## config.mk

```make
export PLATFORM = sky130hd
export DESIGN_NAME = sram_host_driver
export DESIGN_NICKNAME = d
export VERILOG_FILES = /design/src/rtl/sram_pin_pkg.sv /design/src/rtl/sram_pin_sync.sv /design/src/rtl/sram_host_driver.sv
export SDC_FILE = /design/constraint.sdc
export NUM_CORES = 1
export LEC_CHECK = 0
export BUFFER_PORTS_ARGS = -buffer_cell sky130_fd_sc_hd__buf_2
export CAP_MARGIN = 0
export CORE_MARGIN = 4
export CORE_UTILIZATION = 52
export DETAILED_ROUTE_END_ITERATION = 7
export MAX_ROUTING_LAYER = met4
export PLACE_DENSITY = 0.7
export SLEW_MARGIN = 10
export SYNTH_ARGS = -nofsm -noshare
export SYNTH_HDL_FRONTEND = slang
export SYNTH_HIERARCHICAL = 1
export SYNTH_SLANG_ARGS = --single-unit
export TNS_END_PERCENT = 50
```

## constraint.sdc

```tcl
create_clock -name clk -period 4.7 [get_ports clk]
set_input_delay 0.94 -clock clk [delete_from_list [all_inputs] [get_ports clk]]
set_output_delay 0.94 -clock clk [all_outputs]
set_load 0.03 [all_outputs]
```

## src/rtl/sram_pin_pkg.sv

```systemverilog
// sram_pin_pkg: pin map, op codes, FSM states and pin-word encoder for the nibble-serial SRAM tile
package sram_pin_pkg;
    localparam int PIN_CLK    = 0;
    localparam int PIN_WE     = 1;
    localparam int PIN_OE     = 2;
    localparam int PIN_COMMIT = 3;
    localparam int NIB_LSB    = 4;

    localparam logic [1:0] OP_WRITE = 2'b00;
    localparam logic [1:0] OP_READ  = 2'b01;
    localparam logic [1:0] OP_BURST = 2'b10;
    localparam logic [1:0] OP_RSVD  = 2'b11;

    typedef enum logic [1:0] {ST_IDLE, ST_SEQ_L, ST_SEQ_H, ST_DONE} state_t;

    function automatic logic [7:0] pin_word(input logic [1:0] op, input logic [4:0] pc,
                                            input logic [3:0] addr, input logic [7:0] wdata,
                                            input logic clk_hi);
        logic [7:0] w;
        w = '0;
        w[PIN_CLK]      = clk_hi;
        w[PIN_WE]       = (op == OP_WRITE && pc != 5'd2) || op == OP_BURST;
        w[PIN_OE]       = op == OP_READ || op == OP_BURST;
        w[PIN_COMMIT]   = (op == OP_WRITE && pc == 5'd2) || (op == OP_BURST && pc == 5'd0);
        w[NIB_LSB +: 4] = op == OP_WRITE ? (pc == 5'd0 ? wdata[3:0] : pc == 5'd1 ? wdata[7:4] : addr)
                        : (op == OP_BURST && pc != 5'd0) ? 4'h0 : addr;
        return w;
    endfunction
endpackage

```

## src/rtl/sram_pin_sync.sv

```systemverilog
// sram_pin_sync: multi-stage 8-bit flop synchronizer for the asynchronous SRAM output pins
module sram_pin_sync #(
    parameter int STAGES = 2
) (
    input  logic       clk,
    input  logic       reset,
    input  logic [7:0] i_d,
    output logic [7:0] o_q
);
    logic [STAGES-1:0][7:0] r_q;

    always_ff @(posedge clk or posedge reset)
        if (reset) r_q <= '0;
        else       r_q <= {r_q[STAGES-2:0], i_d};

    assign o_q = r_q[STAGES-1];
endmodule

```

## src/rtl/sram_host_driver.sv

```systemverilog
// sram_host_driver: sequences write/read/burst requests into the SRAM tile pin waveform
module sram_host_driver
    import sram_pin_pkg::*;
#(
    parameter int HALF        = 4,
    parameter int SYNC_STAGES = 2
) (
    input  logic       clk,
    input  logic       reset,
    input  logic       req_valid,
    output logic       req_ready,
    input  logic [1:0] req_op,
    input  logic [3:0] req_addr,
    input  logic [7:0] req_wdata,
    output logic       rsp_valid,
    output logic [7:0] rsp_rdata,
    output logic       busy,
    output logic [7:0] sram_in,
    input  logic [7:0] sram_out
);
    state_t     r_state, w_nxt;
    logic [7:0] r_ph, w_ph;
    logic [4:0] r_pc, w_pc, r_last;
    logic [1:0] r_op, w_op;
    logic [3:0] r_addr, w_addr;
    logic [7:0] r_wdata, w_wdata, w_sync, r_pins, r_rdata;
    logic       r_ready, r_busy, r_rsp, w_acc, w_end, w_seq, w_sample;

    sram_pin_sync #(.STAGES(SYNC_STAGES)) u_sync (
        .clk   (clk),
        .reset (reset),
        .i_d   (sram_out),
        .o_q   (w_sync)
    );

    assign w_acc    = req_valid && r_ready && r_state == ST_IDLE;
    assign w_end    = r_ph == 8'(HALF - 1);
    assign w_op     = w_acc ? req_op : r_op;
    assign w_addr   = w_acc ? req_addr : r_addr;
    assign w_wdata  = w_acc ? req_wdata : r_wdata;
    assign w_seq    = w_nxt == ST_SEQ_L || w_nxt == ST_SEQ_H;
    // Pin cycle 0 of a burst only loads the stream index, so it is never sampled
    assign w_sample = r_state == ST_SEQ_H && w_end &&
                      (r_op == OP_READ || (r_op == OP_BURST && r_pc != 5'd0));

    always_comb begin
        w_nxt = r_state;
        w_ph  = r_ph + 8'd1;
        w_pc  = r_pc;
        case (r_state)
            ST_IDLE: begin
                w_ph = '0;
                w_pc = '0;
                if (w_acc) w_nxt = req_op == OP_RSVD ? ST_DONE : ST_SEQ_L;
            end
            ST_SEQ_L: if (w_end) begin
                w_nxt = ST_SEQ_H;
                w_ph  = '0;
            end
            ST_SEQ_H: if (w_end) begin
                w_nxt = r_pc == r_last ? ST_DONE : ST_SEQ_L;
                w_ph  = '0;
                w_pc  = r_pc + 5'd1;
            end
            default: begin
                w_nxt = ST_IDLE;
                w_ph  = '0;
            end
        endcase
    end

    // Pins are registered from the next state so they line up exactly with the FSM phases
    always_ff @(posedge clk or posedge reset) begin
        if (reset) begin
            r_state <= ST_IDLE;
            r_ph    <= '0;
            r_pc    <= '0;
            r_last  <= '0;
            r_op    <= '0;
            r_addr  <= '0;
            r_wdata <= '0;
            r_pins  <= '0;
            r_ready <= 1'b0;
            r_busy  <= 1'b0;
            r_rsp   <= 1'b0;
            r_rdata <= '0;
        end else begin
            r_state <= w_nxt;
            r_ph    <= w_ph;
            r_pc    <= w_pc;
            if (w_acc) begin
                r_op    <= req_op;
                r_addr  <= req_addr;
                r_wdata <= req_wdata;
                r_last  <= req_op == OP_WRITE ? 5'd2 : req_op == OP_BURST ? 5'(req_wdata[3:0]) + 5'd1 : 5'd0;
            end
            r_pins  <= w_seq ? pin_word(w_op, w_pc, w_addr, w_wdata, w_nxt == ST_SEQ_H) : 8'h00;
            r_ready <= w_nxt == ST_IDLE;
            r_busy  <= w_nxt != ST_IDLE;
            r_rsp   <= w_sample;
            if (w_sample) r_rdata <= w_sync;
        end
    end

    assign req_ready = r_ready;
    assign busy      = r_busy;
    assign rsp_valid = r_rsp;
    assign rsp_rdata = r_rdata;
    assign sram_in   = r_pins;
endmodule

```

==> out/results.txt, run 1 <==
Core ar.: 5960 µm²
EDFF count, synth: 0
Delay-heaviest family, CP: simple AND/OR/NAND/NOR gates
Worst setup EP type: register
Post-route cell area: 3620 µm²
Total chip power: 2.09 mW
Area of the multi-input gates: 1290 µm²
Post-place setup slack: 1860 ps
Die height: 86.6 µm
First drt pass iteration count: 4
Boundary Pins: 44
Final hold violations: 0
Setup TNS: 0 ps
Status: complete, no violations
Commonest cells in the netlist: dfrtp_1, nand2_1, inv_1, nor2_1, mux2i_1
Final period util: 61.1%
Layout net count: 374
Slowest CP cell: or3b_1
CTS buffer count: 9
Synth top area share: 53.7%
Post-CTS Setup Inserts: 0
Wirelength per Cell: 14.8 µm
Top layer in use: met4
Post-CTS Resized: 0
Synth area leader: dfrtp_1
Crit path max fanout: 6
Required time worst endpoint: 4920 ps
Dominant cells by area after synthesis: dfrtp_1, nand2_1, ha_1
Critical path launch point type: register
Syn nets: 333
Seq/Total Area, Yosys: 53.7%
Initial antenna violation count: 0
Reg area: 1730 µm²
Maximum VDD drop: 382 µV
CP bufs+invs: 0
Detailed Route WL: 6160 µm
Fillers: 502
Post-route minimum period: 2870 ps
Post-DP HPWL: 4430 µm
Cell with the most instances on the worst path: ha_1
Met3 WL: 246 µm
Vias/cell: 5.26
Syn avg cell area: 10.9 µm²
DRT antenna net count: 0
Unrepaired setup endpoints after global routing: no
Synth Register Bits: 69
Proportion of layout cells with a drive suffix above 1: 21.6%
Number of cells in the finished layout apart from fillers: 417
Worst hold margin: 353 ps
CTS clk-pin slew, worst paths: 90 ps
DR iter-0 viols: 176
Max Buffers Root-to-Sink: 2
Max_cap viols: 0
First-pass GRT wire length: 10600 µm
DRC violations left: 0
Max Slew Vio Count: 0
Most numerous cell in the Yosys netlist: dfrtp_1
GRT Resource Usage Total: 18.9%
Wire length on met2: 2800 µm
Initial Util: 54.0%
Final Core Density: 60.8%
Yosys warning count: 6
Clock tree sinks: 69
CTS HTree Levels: 3
Worst Max-Slew Pin Slew: 684 ps
Largest net degree at the start of global routing: 54
Number of core rows: 28
DIE WIDTH: 86.6 µm
Grt ovf: 0
Synth Cell Area: 3210 µm²
Crit path cell chain: ha_1, or3b_1, nor2_1, o31ai_1, a21oi_1, o21ai_1, nand2b_1, ha_1, nor3b_1, a41oi_2, o221ai_1
Vias in the first global route: 2231
Metal-1 WL: 2910 µm
Cts hold-fix bufs: 0
Full die area: 7500 µm²
Clk_skew: 9.02 ps
Leakage power: 1.90 nW
Post-Syn Instances: 296
Final setup viols: 0
Post-synth top flop: dfrtp_1
I/O Buffers: 43
GPL Wtd Cong: 0.955
Area growth syn-to-layout: 12.7%
Peak Freq: 348 MHz
Area post-placement: 3440 µm²
Clock Latency Late Sink: 350 ps
Kind of critical path: register to register
TritonCTS clock tree: yes
Total power divided by cell area: 578 nW/µm²
Root buf cell: clkbuf_8
CP peak stage delay: 450 ps
Worst setup margin: 1830 ps
DP Cell Count: 401
Antenna cells: 0
Fraction of registers with async set/reset: 100%
Vias: 2194
Count of cell types in the netlist: 48
Max transition margin: 54.3%
CP Data Arrival Time: 3090 ps
Hold WC Path Type: register to register
[cell families (layout without fill, tap and decap cells)]
kind of cell	count (synthesis)	after routing	synth area share, %
adders and majority gates	12	12	4.67
buffers and inverters	41	87	6.23
xor gates and xnor gates	14	14	3.81
muxes	16	16	5.02
DFF	69	69	53.7
and+or+nand+nor	102	102	15.8
AOI/OAI and AO/OA	42	42	10.7
[registers in the layout, indices dropped and copies added (netlist names)]
signal,count
busy,1
r_wdata,8
u_sync/r_q,8
r_op,2
rsp_rdata,8
u_sync/o_q,8
r_addr,4
req_ready,1
sram_in,8
r_ph,8
rsp_valid,1
r_pc,5
r_state,2
r_last,5
[final cells by class]
class,instances,share of cell area (%)
Tap cell,75,2.59
Clock buffer,9,3.42
Inverter,26,2.69
Timing Repair Buffer,45,6.36
Sequential cell,69,47.7
Clock inverter,7,1.73
Multi-Input combinational cell,186,35.5
[power by group]
part           internal (mW)  switching, mW
clock                  0.202          0.253
sequential             0.749         0.0725
combinational          0.300          0.517
total                   1.25          0.842
[path summary, 6_finish.rpt]
kind | slack, ps | startpoint | end | cells past startpoint
worst max-delay path | 1830 | r_ph[0] | sram_in[7] | 11
worst min-delay path | 350 | u_sync/r_q[1] | u_sync/o_q[1] | 0
worst max register to register | 1830 | r_ph[0] | sram_in[7] | 11
worst min register to register | 350 | u_sync/r_q[1] | u_sync/o_q[1] | 0
max in group asynchronous | 3480 | reset | r_wdata[1] | 3
min in group asynchronous | 640 | reset | u_sync/r_q[5] | 2
[placed cells by master (no fill, tap or decap), drive strengths merged, types with 7 or more instances in the layout]
cell,count
xnor2,7
nor2,18
nand2,44
clkbuf,9
ha,12
dfrtp,69
xor2,7
o31ai,8
buf,45
nand3,14
inv,30
mux2i,15
o21ai,10
[per-layer routing]
layer	vias up	GRT usage [%]
met5	-	-
met4	0	10.5
met3	18	4.28
met2	53	25.7
met1	1040	26.2
li1	1083	-
Note: power is estimated with default switching activity, not from simulation.
==> run 2, diff against run 1 <==
--- a/config.mk
+++ b/config.mk
@@ -8,10 +8,10 @@
 export BUFFER_PORTS_ARGS = -buffer_cell sky130_fd_sc_hd__buf_2
 export CAP_MARGIN = 0
 export CORE_MARGIN = 4
-export CORE_UTILIZATION = 52
+export CORE_UTILIZATION = 51
 export DETAILED_ROUTE_END_ITERATION = 7
 export MAX_ROUTING_LAYER = met4
-export PLACE_DENSITY = 0.7
+export PLACE_DENSITY = 0.72
 export SLEW_MARGIN = 10
 export SYNTH_ARGS = -nofsm -noshare
 export SYNTH_HDL_FRONTEND = slang
==> constraint.sdc (replaced) <==
create_clock -name clk -period 2.6 [get_ports clk]
set_input_delay 0.52 -clock clk [delete_from_list [all_inputs] [get_ports clk]]
set_output_delay 0.52 -clock clk [all_outputs]
set_load 0.03 [all_outputs]
==> run 2 against run 1 <==
Against the previous run:
- cell count grew 5.3%
- core utilization is 3.3 points higher
- power up 94%
- maximum frequency rose by 14%
- sequential power is 80% higher
- worst setup slack got worse by 1700 ps
- worst hold slack lost 140 ps
- clock-buffer cell count stayed put
- clock skew fell by 1.1 ps
- routed wire length increased by 2.6%
- global-route usage fell by 0.14 points
- sequential share of layout area fell by 3.0 points
- critical path type unchanged
==> out/results.txt, run 2 (synthesis results as in run 1) <==
Status: complete, no violations
CTS buffer count: 9 (unchanged)
I/O Buffers: 43 (unchanged)
Crit path max fanout: 6 (unchanged)
Max transition margin: 62.8% (+8.5 points)
Detailed Route WL: 6310 µm (+2.6%)
Area growth syn-to-layout: 20.1%
Kind of critical path: register to register
Hold WC Path Type: input port to asynchronous set/reset pin
Grt ovf: 0 (unchanged)
Crit path cell chain: or4_4, nor2_4, o31ai_1, a21oi_1, o21ai_1, nand2b_1, ha_2, nor3b_1, a41oi_2, o221ai_1
Max Buffers Root-to-Sink: 2 (unchanged)
Leakage power: 2.03 nW (+7.2%)
Vias/cell: 5.17 (-1.8%)
Worst setup EP type: register
Number of core rows: 28 (unchanged)
CP Data Arrival Time: 2720 ps (-370 ps)
Pint: 2.53 mW (+100%)
Most frequent cells in the layout: dfrtp_1, nand2_1, buf_2, inv_1, buf_4
Proportion of layout cells with a drive suffix above 1: 27.2% (+5.6 points)
First drt pass iteration count: 4 (unchanged)
Clk_skew: 7.97 ps (-1.06 ps)
DR iter-0 viols: 155 (-12%)
Unrepaired setup endpoints after global routing: yes
Most common cell after layout, fill and taps aside: dfrtp_1
Worst setup margin: 87.8 ps (-1740 ps)
Reg power frac: 36.3% (-2.9 points)
Clock tree sinks: 69 (unchanged)
DRC violations left: 0 (unchanged)
CTS clk-pin slew, worst paths: 80 ps (about the same)
Maximum VDD drop: 723 µV (+89%)
Slowest CP cell: or4_4
Full die area: 7640 µm² (+1.8%)
Post-route minimum period: 2510 ps (-362 ps)
DIE WIDTH: 87.4 µm (+0.89%)
Sw frac: 37.8% (-2.5 points)
CTS HTree Levels: 3 (unchanged)
First-pass GRT wire length: 10500 µm (-0.97%)
Final period util: 96.6% (+35 points)
Vias in the first global route: 2239 (+0.36%)
Max_cap viols: 0 (unchanged)
Clock share of power: 24.7% (+3.0 points)
Cts hold-fix bufs: 0 (unchanged)
Comb pwr share: 38.9% (about the same)
Final Core Density: 64.1% (+3.3 points)
Worst Max-Slew Pin Slew: 556 ps (-128 ps)
Core ar.: 6030 µm² (+1.2%)
Area post-placement: 3600 µm² (+4.7%)
Final setup viols: 0 (unchanged)
Boundary Pins: 44 (unchanged)
Clock Latency Late Sink: 350 ps (about the same)
Critical path launch point type: register
TritonCTS clock tree: yes
Total power divided by cell area: 1050 nW/µm² (+82%)
Max Slew Vio Count: 0 (unchanged)
GPL Wtd Cong: 0.877 (-8.1%)
Initial Util: 53.3% (-0.63 points)
Antenna cells: 0 (unchanged)
Vias: 2269 (+3.4%)
Post-DP HPWL: 4590 µm (+3.6%)
P_sw: 1.54 mW (+82%)
Root buf cell: clkbuf_8
GRT Resource Usage Total: 18.8% (-0.14 points)
Largest net degree at the start of global routing: 54 (unchanged)
DRT antenna net count: 0 (unchanged)
Die height: 87.4 µm (+0.89%)
Required time worst endpoint: 2810 ps (-2110 ps)
Peak Freq: 398 MHz (+14%)
Final hold violations: 0 (unchanged)
Post-route cell area: 3860 µm² (+6.6%)
Wirelength per Cell: 14.4 µm (-2.6%)
Post-place setup slack: -48.4 ps (-1910 ps)
CP peak stage delay: 560 ps (+110 ps)
Initial antenna violation count: 0 (unchanged)
Layout net count: 396 (+5.9%)
run 2: final timing paths:
| path | startpoint | end | slack [ps] | cells past startpoint |
|---|---|---|---|---|
| max reg2reg | r_ph[5] | sram_in[6] | 90 | 10 |
| max | r_ph[5] | sram_in[6] | 90 | 10 |
| min reg2reg | u_sync/r_q[7] | u_sync/o_q[7] | 350 | 0 |
| min in group clk | sram_out[2] | u_sync/r_q[2] | 270 | 1 |
| min | reset | u_sync/r_q[2] | 220 | 2 |
| max in group asynchronous | reset | u_sync/o_q[4] | 2030 | 2 |
run 2: timing repair:
| action | in CTS | in global routing |
|---|---|---|
| resized for setup | 1 | 4 |
| endpoints found under the setup margin | 3 | 4 |
| buffers inserted | 0 | 2 |
| pin swaps | 0 | 1 |
run 2: critical path, delay by kind of cell, from the launching register on:
kind / cells / cell delay (ps)
simple gates: 4 / 960
compound gates: 5 / 730
flops: 1 / 380
fa+ha+maj: 1 / 310
run 2: routing by layer:
metal / vias up / global-route usage, % / wire, µm
met4: 0 / 8.79 / 153
li1: 1124 / - / -
met5: - / - / 0
met2: 61 / 27.9 / 3020
met1: 1071 / 23.7 / 2840
met3: 13 / 5.49 / 299
run 2: per-stage QoR:
step / hold WS, ps / TNS (ps) / std cells / total power, mW
after global placement: 333 / 0 / 421 / 3.00
after CTS: 221 / 0 / 437 / 4.06
final: 218 / 0 / 439 / 4.07
after detailed placement: 335 / -76.0 / 421 / 3.05
after floorplan: 331 / 0 / 296 / 2.62
after global routing: 232 / -83.1 / 439 / 4.35
run 2: area by class of cell:
type | instances | area (µm²)
Tap cell | 75 | 93.8
Sequential cell | 69 | 1730
Clock inverter | 7 | 105
Clock buffer | 9 | 124
Timing Repair Buffer | 67 | 408
Multi-Input combinational cell | 186 | 1310
Fill cell | 487 | 2160
Inverter | 26 | 97.6
run 2: power by group through the flow:
stage	logic, mW	clock network, mW	registers, mW
global placement	1.51	0	1.49
detailed placement	1.55	0	1.50
global route	1.77	1.08	1.51
floorplan	0.972	0	1.65
finish	1.58	1.01	1.48
CTS	1.56	1.02	1.48
==> run 3, diff against run 2 <==
--- a/config.mk
+++ b/config.mk
@@ -5,11 +5,12 @@
 export SDC_FILE = /design/constraint.sdc
 export NUM_CORES = 1
 export LEC_CHECK = 0
-export BUFFER_PORTS_ARGS = -buffer_cell sky130_fd_sc_hd__buf_2
 export CAP_MARGIN = 0
 export CORE_MARGIN = 4
-export CORE_UTILIZATION = 51
+export CORE_UTILIZATION = 57
+export CTS_CLUSTER_DIAMETER = 120
 export DETAILED_ROUTE_END_ITERATION = 7
+export DONT_BUFFER_PORTS = 1
 export MAX_ROUTING_LAYER = met4
 export PLACE_DENSITY = 0.72
 export SLEW_MARGIN = 10
==> run 3 against run 2 <==
Against the previous run:
- clock power barely moved
- cell count fell by 11%
- sequential cell count did not move
- clock-buffer cell count did not move
- critical path depth rose by 1
- cell area fell by 5.6%
- die area fell by 9.6%
- worst setup slack got worse by 25 ps
- global-route usage rose by 0.74 points
- core utilization rose by 2.5 points
- critical endpoint is now sram_in[5]
- largest cell class unchanged
==> out/results.txt, run 3 (synthesis results as in run 1) <==
Peak Freq: 394 MHz (-0.98%)
Worst hold margin: 101 ps (-117 ps)
Reg power frac: 41.7% (+5.4 points)
DR iter-0 viols: 156 (+0.65%)
Max transition margin: 61.6% (-1.2 points)
Root buf cell: clkbuf_8
Worst Max-Slew Pin Slew: 574 ps (+18.8 ps)
Status: complete, no violations
Antenna cells: 0 (unchanged)
GPL Wtd Cong: 0.933 (+6.3%)
Grt ovf: 0 (unchanged)
Vias/cell: 5.53 (+6.9%)
Worst setup EP type: register
R2r startpoint: r_ph[1]
Boundary Pins: 44 (unchanged)
Clock share of power: 24.7% (about the same)
Worst r2r dst: sram_in[5]
Most frequent cells in the layout: dfrtp_1, nand2_1, inv_1, buf_4, nor2_1
CTS clk-pin slew, worst paths: 80 ps (about the same)
Unrepaired setup endpoints after global routing: no
Clk_skew: 7.90 ps (-0.0622 ps)
Post-place setup slack: -75.0 ps (-26.6 ps)
Largest net degree at the start of global routing: 30 (-44%)
Required time worst endpoint: 2810 ps (about the same)
Total power divided by cell area: 1090 nW/µm² (+3.7%)
Max Buffers Root-to-Sink: 2 (unchanged)
Kind of critical path: register to register
TritonCTS clock tree: yes
Max Slew Vio Count: 0 (unchanged)
GRT Resource Usage Total: 19.5% (+0.74 points)
CTS buffer count: 9 (unchanged)
Clock Latency Late Sink: 350 ps (about the same)
Vias: 2166 (-4.5%)
Area growth syn-to-layout: 13.4%
Core ar.: 5470 µm² (-9.2%)
Initial antenna violation count: 0 (unchanged)
Full die area: 6900 µm² (-9.6%)
Initial Util: 58.7% (+5.4 points)
Worst setup margin: 62.9 ps (-24.9 ps)
Critical path launch point type: register
Clock tree sinks: 69 (unchanged)
Sw frac: 37.8% (+0.060 points)
Post-DP HPWL: 4570 µm (-0.35%)
Post-CTS Setup Inserts: 0 (unchanged)
Pint: 2.48 mW (-2.2%)
Final setup viols: 0 (unchanged)
I/O Buffers: 0 (-100%)
CP Data Arrival Time: 2750 ps (+30 ps)
DRT antenna net count: 0 (unchanged)
DRC violations left: 0 (unchanged)
Post-route minimum period: 2540 ps (+24.9 ps)
Hold WC Path Type: input port to asynchronous set/reset pin
First-pass GRT wire length: 10400 µm (-1.1%)
CTS HTree Levels: 3 (unchanged)
DIE WIDTH: 83.1 µm (-4.9%)
Most common cell after layout, fill and taps aside: dfrtp_1
Final period util: 97.6% (+0.96 points)
Worst R2R Setup Slack: 60 ps (-20 ps)
Maximum VDD drop: 771 µV (+6.7%)
Detailed Route WL: 6260 µm (-0.92%)
Worst r2r path cells: 11 (+1)
Final hold violations: 0 (unchanged)
Wirelength per Cell: 16.0 µm (+11%)
P_sw: 1.51 mW (-1.9%)
Layout net count: 352 (-11%)
Comb pwr share: 33.6% (-5.3 points)
Number of core rows: 27 (-3.6%)
Max_cap viols: 0 (unchanged)
Proportion of layout cells with a drive suffix above 1: 17.5% (-9.7 points)
Crit path max fanout: 6 (unchanged)
Vias in the first global route: 2233 (-0.27%)
Die height: 83.1 µm (-4.9%)
Leakage power: 1.84 nW (-9.6%)
First drt pass iteration count: 5 (+1)
run 3: cell types whose count changed in the layout (fill, tap and decap cells not counted), sizes merged:
cell      before  now
buf           67   23
clkinv         1    2
clkinvlp       1    0
run 3: per-layer routing:
metal	track usage, %	wire, µm	vias up
met5	-	0	-
met4	6.69	84	0
met3	5.95	297	12
met2	32.1	3180	60
met1	22.9	2690	1059
li1	-	-	1035
run 3: final cells by class:
type | count | area (µm²)
clock buffer | 9 | 124
clock inverter | 7 | 104
fill | 433 | 1830
inverter | 26 | 97.6
multi-input combinational | 186 | 1320
sequential | 69 | 1730
tap | 72 | 90.1
timing repair buffer | 23 | 185
run 3: repair_timing:
| item | 4_1_cts | 5_1_grt |
|---|---|---|
| hold buffers | 0 | 0 |
| pin swaps | 0 | 5 |
| gates cloned | 0 | 0 |
| endpoints found under the setup margin | 4 | 4 |
| gates resized for setup | 2 | 5 |
run 3: worst max-delay path, stage by stage, from the launching register on:
cell,delay (ps)
dfrtp_1,410
ha_2,200
or3b_4,400
nor2_4,130
o31ai_1,90
a21oi_1,170
o21ai_1,90
nand2b_1,120
ha_4,230
nor3b_1,150
a41oi_2,260
o221ai_1,160
run 3: power by group through the flow:
stage               registers [mW]  logic, mW  clock network (mW)
floorplan                     1.65      0.972                   0
global placement              1.67       1.23                   0
detailed placement            1.68       1.28                   0
CTS                           1.66       1.29                1.01
global route                  1.69       1.49                1.07
finish                        1.66       1.34               0.985
run 3: worst max-delay path by stage:
| stage | start | slack, ps | end |
|---|---|---|---|
| 4_1_cts | r_ph[1] | 6 | sram_in[6] |
| 5_1_grt | r_ph[1] | 9 | sram_in[7] |
| 2_1_floorplan | r_ph[0] | 70 | sram_in[7] |
| 3_5_place_dp | r_ph[5] | -80 | sram_in[6] |
| 6_report | r_ph[1] | 60 | sram_in[5] |
| 3_3_place_gp | r_ph[5] | 50 | sram_in[7] |
run 3: stage by stage:
stage / power (mW) / TNS [ps] / instance area, µm² / std cells / utilization, %
6_report: 3.98 / 0 / 3650 / 392 / 66.6
5_1_grt: 4.25 / 0 / 3650 / 392 / 66.6
4_1_cts: 3.96 / 0 / 3620 / 392 / 66.2
3_5_place_dp: 2.97 / -242 / 3390 / 376 / 61.9
3_3_place_gp: 2.90 / 0 / 3390 / 376 / 61.9
2_1_floorplan: 2.62 / 0 / 3210 / 296 / -
